**src/rtl/fsqrt_table_loader_if.sv**
```systemverilog
// ---------------------------------------------------------------------------
// fsqrt_table_loader_if
// Bundles the byte-stream input, the table RAM write port and the status
// outputs of the fsqrt table loader.
//   start        : one-cycle pulse that begins a load
//   in_data      : byte from the serial receiver
//   in_valid     : in_data valid this cycle
//   in_ready     : loader accepts a byte this cycle
//   wr_en        : one-cycle table RAM write strobe
//   wr_addr      : table RAM write address (word index)
//   wr_data      : table RAM write data
//   busy         : loading table words or the checksum
//   done         : load finished (held until next start or reset)
//   err          : checksum mismatch, meaningful while done=1
//   words_loaded : words written since the last start
// The master modport is the side that feeds bytes; the slave is the loader.
// ---------------------------------------------------------------------------
interface fsqrt_table_loader_if #(
    parameter int ADDR_W = 11
);
    logic              start;
    logic [7:0]        in_data;
    logic              in_valid;
    logic              in_ready;
    logic              wr_en;
    logic [ADDR_W-1:0] wr_addr;
    logic [31:0]       wr_data;
    logic              busy;
    logic              done;
    logic              err;
    logic [ADDR_W:0]   words_loaded;

    modport master (
        output start, in_data, in_valid,
        input  in_ready, wr_en, wr_addr, wr_data, busy, done, err, words_loaded
    );

    modport slave (
        input  start, in_data, in_valid,
        output in_ready, wr_en, wr_addr, wr_data, busy, done, err, words_loaded
    );
endinterface

```
**src/rtl/fsqrt_table_loader.sv**
```systemverilog
// ---------------------------------------------------------------------------
// fsqrt_table_loader
// Receives a byte stream, assembles little-endian 32-bit words and writes
// DEPTH of them into the fsqrt gradient/intercept table RAM, then receives
// a 32-bit checksum and compares it against the mod-2**32 sum of the words.
// Ports:
//   clk : sole clock, rising edge
//   rst : synchronous active-high reset
//   bus : fsqrt_table_loader_if slave (byte input, RAM write port, status)
// DEPTH must equal 2**ADDR_W.
// ---------------------------------------------------------------------------
module fsqrt_table_loader #(
    parameter int DEPTH  = 2048,
    parameter int ADDR_W = 11
) (
    input  logic                 clk,
    input  logic                 rst,
    fsqrt_table_loader_if.slave  bus
);

    typedef enum logic [1:0] {IDLE, LOAD, CHECK, DONE} state_t;

    // Index of the final table word; writing it moves us to the checksum.
    localparam logic [ADDR_W:0] LAST_IDX = (ADDR_W+1)'(DEPTH - 1);

    state_t            state_q, state_d;
    logic [1:0]        byte_cnt_q, byte_cnt_d;
    logic [23:0]       asm_q, asm_d;      // first three bytes of the current word
    logic [31:0]       sum_q, sum_d;
    logic              wr_en_q, wr_en_d;
    logic [ADDR_W-1:0] wr_addr_q, wr_addr_d;
    logic [31:0]       wr_data_q, wr_data_d;
    logic              done_q, done_d;
    logic              err_q, err_d;
    logic [ADDR_W:0]   wl_q, wl_d;

    logic              in_ready;
    logic              accept;
    logic [31:0]       word;

    // Place byte number idx (0..2) of a word into the partial-word register.
    function automatic logic [23:0] put_byte(input logic [23:0] a,
                                             input logic [1:0]  idx,
                                             input logic [7:0]  b);
        logic [23:0] r;
        r = a;
        case (idx)
            2'd0:    r[7:0]   = b;
            2'd1:    r[15:8]  = b;
            default: r[23:16] = b;
        endcase
        return r;
    endfunction

    always_comb begin
        state_d    = state_q;
        byte_cnt_d = byte_cnt_q;
        asm_d      = asm_q;
        sum_d      = sum_q;
        wr_en_d    = 1'b0;
        wr_addr_d  = wr_addr_q;
        wr_data_d  = wr_data_q;
        done_d     = done_q;
        err_d      = err_q;
        wl_d       = wl_q;

        in_ready = (state_q == LOAD) || (state_q == CHECK);
        accept   = bus.in_valid && in_ready;
        // The fourth byte completes the word straight from the input.
        word     = {bus.in_data, asm_q};

        case (state_q)
            IDLE, DONE: begin
                if (bus.start) begin
                    state_d    = LOAD;
                    done_d     = 1'b0;
                    err_d      = 1'b0;
                    wl_d       = '0;
                    byte_cnt_d = '0;
                    asm_d      = '0;
                    sum_d      = '0;
                end
            end
            LOAD: begin
                if (accept) begin
                    if (byte_cnt_q == 2'd3) begin
                        wr_en_d    = 1'b1;
                        wr_addr_d  = wl_q[ADDR_W-1:0];
                        wr_data_d  = word;
                        wl_d       = wl_q + 1'b1;
                        sum_d      = sum_q + word;
                        byte_cnt_d = '0;
                        if (wl_q == LAST_IDX) begin
                            state_d = CHECK;
                        end
                    end else begin
                        asm_d      = put_byte(asm_q, byte_cnt_q, bus.in_data);
                        byte_cnt_d = byte_cnt_q + 1'b1;
                    end
                end
            end
            CHECK: begin
                if (accept) begin
                    if (byte_cnt_q == 2'd3) begin
                        state_d    = DONE;
                        done_d     = 1'b1;
                        err_d      = (word != sum_q);
                        byte_cnt_d = '0;
                    end else begin
                        asm_d      = put_byte(asm_q, byte_cnt_q, bus.in_data);
                        byte_cnt_d = byte_cnt_q + 1'b1;
                    end
                end
            end
            default: state_d = IDLE;
        endcase
    end

    always_ff @(posedge clk) begin
        if (rst) begin
            state_q    <= IDLE;
            byte_cnt_q <= '0;
            asm_q      <= '0;
            sum_q      <= '0;
            wr_en_q    <= 1'b0;
            wr_addr_q  <= '0;
            wr_data_q  <= '0;
            done_q     <= 1'b0;
            err_q      <= 1'b0;
            wl_q       <= '0;
        end else begin
            state_q    <= state_d;
            byte_cnt_q <= byte_cnt_d;
            asm_q      <= asm_d;
            sum_q      <= sum_d;
            wr_en_q    <= wr_en_d;
            wr_addr_q  <= wr_addr_d;
            wr_data_q  <= wr_data_d;
            done_q     <= done_d;
            err_q      <= err_d;
            wl_q       <= wl_d;
        end
    end

    assign bus.in_ready     = in_ready;
    assign bus.busy         = in_ready;
    assign bus.wr_en        = wr_en_q;
    assign bus.wr_addr      = wr_addr_q;
    assign bus.wr_data      = wr_data_q;
    assign bus.done         = done_q;
    assign bus.err          = err_q;
    assign bus.words_loaded = wl_q;

endmodule

```
**src/flat_wrapper.sv**
```systemverilog
// flat-port wrapper written by rule: the top's interface ports become plain ports
module fsqrt_table_loader_flat 
#(
    parameter int DEPTH  = 2048,
    parameter int ADDR_W = 11
)
  (clk, rst, bus_start, bus_in_data, bus_in_valid, bus_in_ready, bus_wr_en, bus_wr_addr, bus_wr_data, bus_busy, bus_done, bus_err, bus_words_loaded);
  fsqrt_table_loader_if #(.ADDR_W(ADDR_W)) bus_i ();
  input  logic clk;
  input  logic rst;
  input wire logic [$bits(bus_i.start)-1:0] bus_start;
  input wire logic [$bits(bus_i.in_data)-1:0] bus_in_data;
  input wire logic [$bits(bus_i.in_valid)-1:0] bus_in_valid;
  output wire logic [$bits(bus_i.in_ready)-1:0] bus_in_ready;
  output wire logic [$bits(bus_i.wr_en)-1:0] bus_wr_en;
  output wire logic [$bits(bus_i.wr_addr)-1:0] bus_wr_addr;
  output wire logic [$bits(bus_i.wr_data)-1:0] bus_wr_data;
  output wire logic [$bits(bus_i.busy)-1:0] bus_busy;
  output wire logic [$bits(bus_i.done)-1:0] bus_done;
  output wire logic [$bits(bus_i.err)-1:0] bus_err;
  output wire logic [$bits(bus_i.words_loaded)-1:0] bus_words_loaded;
  assign bus_i.start = bus_start;
  assign bus_i.in_data = bus_in_data;
  assign bus_i.in_valid = bus_in_valid;
  assign bus_in_ready = bus_i.in_ready;
  assign bus_wr_en = bus_i.wr_en;
  assign bus_wr_addr = bus_i.wr_addr;
  assign bus_wr_data = bus_i.wr_data;
  assign bus_busy = bus_i.busy;
  assign bus_done = bus_i.done;
  assign bus_err = bus_i.err;
  assign bus_words_loaded = bus_i.words_loaded;
  fsqrt_table_loader #(.DEPTH(DEPTH), .ADDR_W(ADDR_W)) u_core (.clk(clk), .rst(rst), .bus(bus_i));
endmodule
```
**config.mk**
```make
export PLATFORM = sky130hd
export DESIGN_NAME = fsqrt_table_loader_flat
export DESIGN_NICKNAME = d
export VERILOG_FILES = /design/src/rtl/fsqrt_table_loader_if.sv /design/src/rtl/fsqrt_table_loader.sv /design/src/flat_wrapper.sv
export SDC_FILE = /design/constraint.sdc
export NUM_CORES = 1
export LEC_CHECK = 0
export BUFFER_PORTS_ARGS = -buffer_cell sky130_fd_sc_hd__buf_2
export CAP_MARGIN = 30
export CELL_PAD_IN_SITES_DETAIL_PLACEMENT = 0
export CELL_PAD_IN_SITES_GLOBAL_PLACEMENT = 1
export CORE_MARGIN = 1.5
export CORE_UTILIZATION = 39
export CTS_CLUSTER_DIAMETER = 30
export DETAILED_ROUTE_END_ITERATION = 6
export GPL_TIMING_DRIVEN = 0
export MAX_ROUTING_LAYER = met4
export PLACE_DENSITY = 0.85
export SLEW_MARGIN = 20
export SYNTH_ARGS = -nofsm -noshare
export SYNTH_HDL_FRONTEND = slang
export SYNTH_SLANG_ARGS = --single-unit
```
**constraint.sdc**
```tcl
create_clock -name clk -period 2.7 [get_ports clk]
set_input_delay 0.675 -clock clk [delete_from_list [all_inputs] [get_ports clk]]
set_output_delay 0.675 -clock clk [all_outputs]
set_load 0.02 [all_outputs]
```
==> metrics <==
DIE WIDTH 128 um; GPL Wtd Cong 0.930; critical path arrival 2.94 ns; Clk pin slew, worst setup/hold paths 0.06 ns; Tightest Pin Transition 0.654 ns; die height 128 um; share of cells above drive strength 1 17.4%; type of the tightest min-delay check reg -> reg; TritonCTS buffer count 17; GR Overflow Total 0; final wirelength 18.3 mm; Final Max Tran Viols 0; Fin Clk Skew 0.0117 ns; count of cell types in the netlist 59; Synth warnings 0; clock network fraction of total power 39.6%; critical path fanouts, max 6; Fin. Hold Viols 0; crit end category flop; CTS sink cnt 118; Synth top area share 38.8%; post-layout min period 2.63 ns; Via density 5.50; Sequential Power Share 36.7%; Static Leak 3.15 nW; ys async rst share 0%; largest net degree at the start of global routing 17; fmax 0.380 GHz; fin nets 908; Skew-Pair Late Insertion Delay 0.42 ns; PwrDens 730 nW/um^2; gr usage total 23.2%; ANT nets after route 0; Starting Density 40.1%; Max Root-Sink Buffers 2; sequential-to-total area share from yosys stat 38.8%; hpwl dp 13.4 mm; synthesized area 6090 um^2; 1st-iter DRT viols 403; Core Footprint 15200 um^2; Comb pwr share 23.7%; final worst-path cycle share 97.3%; die footprint 16400 um^2; number of synthesized register bits 118; Design Power 0.00543 W; status complete, no violations; first-pass GRT wire length 28.2 mm; Rows 45; area leader, netlist dfxtp_1; Synth area leaders dfxtp_1 39%, nand2_1 8.7%, ha_1 7.8%; Worst slew margin 56.4%; Mapped Cells 761; wire per inst 17.3 um; # setup viols final 0; # IOs 72; hold path cells 2; Antenna Cells 0; Sw Share 33.9%; Finished Cell Area 7430 um^2; Max Cap Viol 0; most frequent cell after synthesis nand2_1; CTS tree done; Area Overhead vs Synth 22.0%; Register-to-Register Path Depth 8; IO buf count 70; Post-Syn Area per Cell 8.01 um^2; peak supply drop 474 uV; CTS root buffer clkbuf_16; top cells by count, synth 141 x nand2_1, 118 x dfxtp_1, 92 x a21oi_1, 71 x nor2_1, 38 x ha_1; NetSw 0.00184 W; Post-DP Area 6690 um^2; initial antenna violation count 0; worst setup path class reg -> reg; Syn Nets 812; ys flop type dfxtp_1; vias 5819; internal power 0.00359 W; number of enable flip-flop cells after synthesis 0; CP required 3.02 ns; 1st-pass router iterations 5; Worst Setup Start Kind flop; level count of the clock H-tree 4; DRC 0; vias in the first global route 5289
==> cell usage in the layout, fill, tap and decap left out, types with 6 or more instances in the layout <==
cell          n
o21ai_0      30
nand3_1      12
and3_1        7
clkbuf_16    17
nor4_1        7
xnor2_1      13
clkinvlp_4    6
xor2_1       16
inv_1        16
nor2b_1      13
mux2i_1      27
buf_2        73
nor3_1        6
nand4_1       9
a21o_1       10
a21oi_1      87
buf_4        11
nor2_1       71
clkbuf_1     27
ha_1         35
nand2_1     140
dfxtp_1     111
o21bai_1      6
a22oi_1      14
==> worst max-delay path, stage by stage, from the launching register on <==
cell      delay (ns)
dfxtp_1         0.41
ha_1            0.34
a211o_1         0.35
o21ai_4         0.15
nand2b_1        0.11
a221o_1         0.40
a311o_1         0.40
xor2_1          0.17
a22o_1          0.20
==> layer usage <==
metal  share of wire (%)  GRT usage, %
met1                  48          30.9
met4                 2.5          8.26
met5                   0             -
met3                 5.0          4.76
met2                  44          34.9
==> layout make-up <==
cell class	count	area [um^2]
flip-flops and latches	118	2380
well taps	188	235
inverters	17	63.8
plain buffers	38	154
fillers	1507	7770
clock buffers	18	429
repair buffers	81	437
multi-input cells	584	3610
clock inverters	14	129
==> registers in the layout, summed over array words and instances (netlist names) <==
signal	flops
u_core.asm_q	24
u_core.bus.done	1
u_core.bus.err	1
u_core.bus.words_loaded	12
u_core.bus.wr_addr	11
u_core.bus.wr_data	32
u_core.bus.wr_en	1
u_core.byte_cnt_q	2
u_core.state_q	2
u_core.sum_q	32
==> cells by family after synthesis <==
kind of cell / share of synthesized area (%)
simple gates: 20.7
compound gates: 20.1
flops: 38.8
buf+inv: 3.72
fa+ha+maj: 8.13
xor+xnor: 4.17
mux: 4.44
==> power groups by stage <==
stage	combinational [W]	sequential, W	clock, W
after floorplan	0.000891	0.00195	0
after global placement	0.00120	0.00201	0
after detailed placement	0.00122	0.00201	0
after CTS	0.00124	0.00198	0.00218
after global routing	0.00139	0.00200	0.00225
final	0.00129	0.00199	0.00215
==> worst paths after layout <==
path | startpoint | endpoint | slack, ns
worst max register to register | u_core.asm_q[4]$_SDFFE_PP0P_ | u_core.sum_q[21]$_SDFFE_PP0P_ | 0.07
worst max-delay path | u_core.asm_q[4]$_SDFFE_PP0P_ | u_core.sum_q[21]$_SDFFE_PP0P_ | 0.07
worst min register to register | u_core.bus.wr_addr[9]$_SDFFE_PP0P_ | u_core.bus.wr_addr[9]$_SDFFE_PP0P_ | 0.45
worst min-delay path | u_core.bus.wr_addr[9]$_SDFFE_PP0P_ | u_core.bus.wr_addr[9]$_SDFFE_PP0P_ | 0.45
==> repair_timing <==
action / 4_1_cts / 5_1_grt
resized for setup: 19 / 25
pin swaps: 5 / 10
hold buffers: 0 / 0
gates cloned: 0 / 0
setup buffers: 6 / 2
endpoints found under the setup margin: 30 / 65
==> metrics by stage <==
stage	util, %	setup TNS (ns)	cells	hold WS, ns	setup WS [ns]
floorplan	-	0	761	0.429	0.172
global placement	43.9	-8.52	1019	0.440	-0.431
detailed placement	44.0	-8.51	1021	0.443	-0.430
CTS	48.5	0	1059	0.452	0.0127
global route	48.9	-0.0759	1058	0.465	-0.0253
finish	48.9	0	1058	0.451	0.0717
No activity file was read; power rests on OpenSTA's default activity.
